===== config.mk =====
export PLATFORM = sky130hd
export DESIGN_NAME = link_arbiter
export DESIGN_NICKNAME = d
export VERILOG_FILES = /design/src/rtl/link_pkg.sv /design/src/rtl/link_arbiter.sv
export SDC_FILE = /design/constraint.sdc
export NUM_CORES = 1
export LEC_CHECK = 0
export BUFFER_PORTS_ARGS = -buffer_cell sky130_fd_sc_hd__clkbuf_2
export CORE_ASPECT_RATIO = 1.25
export CORE_MARGIN = 2
export CORE_UTILIZATION = 46
export DETAILED_ROUTE_END_ITERATION = 7
export PLACE_DENSITY = 0.74
export RECOVER_POWER = 100
export REMOVE_ABC_BUFFERS = 1
export SLEW_MARGIN = 40
export SYNTH_ARGS = -nofsm -noshare
export SYNTH_HDL_FRONTEND = slang
export SYNTH_SLANG_ARGS = --single-unit

===== constraint.sdc =====
create_clock -name clk -period 1.8 [get_ports clk]
set_input_delay 0.09 -clock clk [delete_from_list [all_inputs] [get_ports clk]]
set_output_delay 0.09 -clock clk [all_outputs]
set_load 0.02 [all_outputs]

===== src/rtl/link_pkg.sv =====
// Shared definitions for the 4-phase byte link: the arbiter state type, the default
// data width and the round-robin pick used when two masters contend for the slave.
package link_pkg;

    localparam int unsigned LinkDataW = 8;

    typedef enum logic {
        StIdle,
        StBusy
    } link_state_e;

    // Returns the id (0/1) to grant; only meaningful when at least one req bit is set.
    function automatic logic rr_pick(input logic [1:0] req, input logic last_id);
        // On a tie the link goes to whichever master did not hold it last.
        if (req[0] && req[1]) begin
            return ~last_id;
        end
        return req[1];
    endfunction

endpackage


===== src/rtl/link_arbiter.sv =====
// Two-requester round-robin arbiter for a shared 4-phase req/ack byte link.
// Grants one complete handshake at a time, forwards req/data down and ack up,
// counts completed transfers per master and flags a slave that never acks.
//
// Ports:
//   clk, rst          clock, synchronous active-high reset
//   m0_req/m0_data    master 0 request and data; m0_ack acknowledge back to master 0
//   m1_req/m1_data    master 1 request and data; m1_ack acknowledge back to master 1
//   link_req/data     request and data to the shared slave; link_ack from the slave
//   gnt               one-hot current owner, 00 when idle
//   cnt0, cnt1        completed transfers per master, wrapping at 8 bits
//   err               sticky timeout flag, cleared only by rst
module link_arbiter
    import link_pkg::*;
#(
    parameter int unsigned DATA_W    = LinkDataW,
    parameter int unsigned TO_CYCLES = 255
) (
    input  logic              clk,
    input  logic              rst,
    input  logic              m0_req,
    input  logic [DATA_W-1:0] m0_data,
    output logic              m0_ack,
    input  logic              m1_req,
    input  logic [DATA_W-1:0] m1_data,
    output logic              m1_ack,
    output logic              link_req,
    output logic [DATA_W-1:0] link_data,
    input  logic              link_ack,
    output logic [1:0]        gnt,
    output logic [7:0]        cnt0,
    output logic [7:0]        cnt1,
    output logic              err
);

    localparam logic [7:0] TimerLast = 8'(TO_CYCLES - 1);

    link_state_e state_q, state_d;
    logic        gnt_id_q, gnt_id_d;
    logic        last_id_q, last_id_d;
    logic        seen_ack_q, seen_ack_d;
    logic [7:0]  timer_q, timer_d;
    logic [7:0]  cnt0_q, cnt0_d;
    logic [7:0]  cnt1_q, cnt1_d;
    logic        err_q, err_d;

    logic [1:0]  req_v;
    logic        req_g;

    assign req_v = {m1_req, m0_req};
    assign req_g = req_v[gnt_id_q];

    // State register
    always_ff @(posedge clk) begin
        if (rst) begin
            state_q    <= StIdle;
            gnt_id_q   <= 1'b0;
            last_id_q  <= 1'b1;  // master 0 wins the first tie
            seen_ack_q <= 1'b0;
            timer_q    <= 8'd0;
            cnt0_q     <= 8'd0;
            cnt1_q     <= 8'd0;
            err_q      <= 1'b0;
        end else begin
            state_q    <= state_d;
            gnt_id_q   <= gnt_id_d;
            last_id_q  <= last_id_d;
            seen_ack_q <= seen_ack_d;
            timer_q    <= timer_d;
            cnt0_q     <= cnt0_d;
            cnt1_q     <= cnt1_d;
            err_q      <= err_d;
        end
    end

    // Next-state logic
    always_comb begin
        state_d    = state_q;
        gnt_id_d   = gnt_id_q;
        last_id_d  = last_id_q;
        seen_ack_d = seen_ack_q;
        timer_d    = timer_q;
        cnt0_d     = cnt0_q;
        cnt1_d     = cnt1_q;
        err_d      = err_q;

        unique case (state_q)
            StIdle: begin
                if (|req_v) begin
                    state_d    = StBusy;
                    gnt_id_d   = rr_pick(req_v, last_id_q);
                    seen_ack_d = 1'b0;
                    timer_d    = 8'd0;
                end
            end
            StBusy: begin
                if (link_ack) begin
                    seen_ack_d = 1'b1;
                end else if (!req_g) begin
                    // Req low with ack low: completion if the slave acked, else an abort.
                    state_d   = StIdle;
                    last_id_d = gnt_id_q;
                    if (seen_ack_q) begin
                        if (gnt_id_q) begin
                            cnt1_d = cnt1_q + 8'd1;
                        end else begin
                            cnt0_d = cnt0_q + 8'd1;
                        end
                    end
                end else if (!seen_ack_q) begin
                    if (timer_q == TimerLast) begin
                        state_d   = StIdle;
                        last_id_d = gnt_id_q;
                        err_d     = 1'b1;
                    end else begin
                        timer_d = timer_q + 8'd1;
                    end
                end
            end
            default: state_d = StIdle;
        endcase
    end

    // Outputs: the granted master is wired straight through to the link
    always_comb begin
        gnt       = 2'b00;
        link_req  = 1'b0;
        link_data = '0;
        m0_ack    = 1'b0;
        m1_ack    = 1'b0;
        if (state_q == StBusy) begin
            gnt       = gnt_id_q ? 2'b10 : 2'b01;
            link_req  = req_g;
            link_data = gnt_id_q ? m1_data : m0_data;
            m0_ack    = link_ack & ~gnt_id_q;
            m1_ack    = link_ack & gnt_id_q;
        end
    end

    assign cnt0 = cnt0_q;
    assign cnt1 = cnt1_q;
    assign err  = err_q;

endmodule


==> metrics <==
synthesis-to-layout area growth 27.7%; later-pin clock latency in the skew report 0.28 ns; skew final between 0.005 and 0.006 ns; Remaining DRCs 0; drt wl/cell around 12 um; worst vdd ir 0.000561 V; global route overflow 0; sequential share of power 0.453; # rows 24; CP delay by family, top simple AND/OR/NAND/NOR gates; unrepaired setup endpoints after global routing false; Synth area leaders dfxtp_1 36%, nor2_1 6.4%, mux2i_1 5.5%; crit path buf inv count 2; slew of the pin with the lowest slew margin 0.508 ns; met1 GRT Util 0.224; DIE WIDTH 57.2 um; vias between 1500 and 2000; First DRT Iteration DRCs 58; hold-critical path depth 2; worst rel slew slack 0.661; Worst path slowest cell or4_1; cell chain of the critical path inv_1, ha_1, nand3_1, o211ai_1, clkbuf_2, or4_1, nand3_1; Synth Warn # 0; Critical Path Source Type flop; DP Cell Count 300; antenna fix cells 0; commonest non-fill, non-tap cell in the layout clkbuf_2; Final Hold Violating Endpoints 0; final worst setup slack 0.101 ns; Setup WS pre-CTS approximately 0.080 ns; met2 GRT Util 0.341; flops & latches, synth 29; Syn Inst Count 204; Ports 51; largest net degree at the start of global routing 14; sequential-to-total area share from yosys stat 0.356; PD cells about 700 nW/um2; top_reg_cell synth dfxtp_1; Hold Path Origin rst; # nets final 293; die area 4040 um2; Setup Viol. Count Final 0; # Max-Cap Violations 0; asr flop ratio synth 0; Pre-antenna DRT Iters 4; multi-input logic area approximately 970 um2; status finished, final reports clean; Final ANT Viol Nets 0; vias in the first global route roughly 1500; kind of critical path reg2reg; GPL Wtd Cong 0.850; initial core utilization 0.472; Synth cell types 40; CP Depth 7; total track usage 0.194; DIE HEIGHT 70.6 um; fin crit period roughly 1.7 ns; mean post-synth cell area 7.99 um2; HPWL after detailed placement 2.91 mm; max-slew violations 0; # port buffers 50; vias per inst about 5.3; CTS buffer count 5; Core ar. 3450 um2; CP Data Required Time 2.03 ns; Clk network pwr share 0.412; initial antenna violation count 0; period utilization 0.944; Cell Count, Final, Fillers Out ~310; DRT Wirelength 3.78 mm; most used routing layer met2; Fmax 588 MHz; total setup buffers inserted after CTS 0; dominant cell type by area after synthesis dfxtp_1; switch share 0.259; H-tree depth 2; CP startpoint timer_q[0]$_SDFFE_PP0P_; Register-to-Register Path Depth 7; P_leak 0.822 nW; top-area cell type share of the netlist area 0.356; Fill cells approximately 320; first-pass GRT wire length 6.32 mm; CP max FO 13; crit path capture type flop; TritonCTS clock tree yes; Worst Path Arrival 1.93 ns; Int Power 1.08 mW; Net Sw Power 0.375 mW; clock slew at reported path FFs about 0.06 ns; Longest Clk Path Bufs 2; commonest non-fill, non-tap cells in the layout 33 x clkbuf_2, 28 x nor2_1, 27 x dfxtp_1; Largest stage delay, worst path 0.52 ns; share of layout cells above drive strength 1 0.245; clk sinks 29; Comb pwr share 0.135; Register Area a little under 600 um2; Worst R2R Start timer_q[0]$_SDFFE_PP0P_; synthesized cell area 1630 um2; grt met3 use 0.0420; Top cell by count, worst path nand3_1; Hold Crit Class in2reg; Post-synth EDFFs 0; Root Buffer clkbuf_8
-- cells by family after synthesis --
group                    Yosys count  share of synthesized area
multiplexers                      10                     0.0622
AND/OR/NAND/NOR                  100                      0.334
buffers and inverters             21                     0.0530
XOR/XNOR                           9                     0.0484
adder cells (fa/ha/maj)            4                     0.0307
flip-flops                        29                      0.356
AO/OA/AOI/OAI                     31                      0.116
-- stage by stage --
stage	TNS, ns	cell area (um2)	utilization	hold WS (ns)	total power [mW]
after floorplan	-1.08	1590	-	0.159	0.772
after global placement	0	2010	0.583	0.367	0.870
after detailed placement	0	2010	0.583	0.364	0.871
after CTS	0	2110	0.612	0.0656	1.47
after global routing	0	2080	0.603	0.0898	1.51
final	0	2080	0.603	0.0712	1.45
-- cell usage after synthesis (2+ instances only) --
master    number
o31ai_1        4
nor4_1         5
or4_1          7
mux2i_1        9
dfxtp_1       29
nor3_1         6
ha_1           4
xnor2_1        6
nand3_1       14
xor2_1         3
nor2b_1        2
buf_2          3
nand2b_1       2
o21ai_0        6
o211ai_1       4
nor2_1        28
or3_2          2
clkbuf_1       5
nand2_1       18
nand4_1        4
a21oi_1       13
inv_1         11
o311ai_0       2
-- registers in the layout, indices dropped and copies added, names as in the netlist --
name,count
err,1
seen_ack_q,1
state_q,1
last_id_q,1
cnt0,8
cnt1,8
gnt_id_q,1
timer_q,8
-- what timing repair did --
| action | CTS | global route |
|---|---|---|
| resized for setup | 0 | 4 |
| hold buffers | 0 | 0 |
| setup endpoints to repair | 0 | 5 |
-- per-layer routing --
metal,part of all wire,up-vias
met3,0.040,8
met2,0.50,35
met5,0,-
met4,0.017,0
met1,0.44,737
li1,-,850
-- power groups by stage --
stage               Sequential [mW]  Combinational (mW)  Clock, mW
floorplan                     0.679              0.0928          0
global placement              0.670               0.199          0
detailed placement            0.671               0.200          0
CTS                           0.656               0.201      0.610
global route                  0.658               0.215      0.634
finish                        0.657               0.196      0.598
-- cell type report --
| type | count | area share |
|---|---|---|
| clock inverters | 1 | 0.00240 |
| multi-input cells | 154 | 0.466 |
| well taps | 39 | 0.0234 |
| clock buffers | 7 | 0.0463 |
| flip-flops and latches | 29 | 0.280 |
| repair buffers | 67 | 0.162 |
| inverters | 11 | 0.0198 |
-- final timing paths --
check / to / slack [ns]
max: timer_q[5]$_SDFFE_PP0P_ / 0.10
min: timer_q[0]$_SDFFE_PP0P_ / 0.07
min reg2reg: err$_SDFFE_PP0P_ / 0.47
max reg2reg: timer_q[5]$_SDFFE_PP0P_ / 0.10
Note: power is estimated with default switching activity, not from simulation.
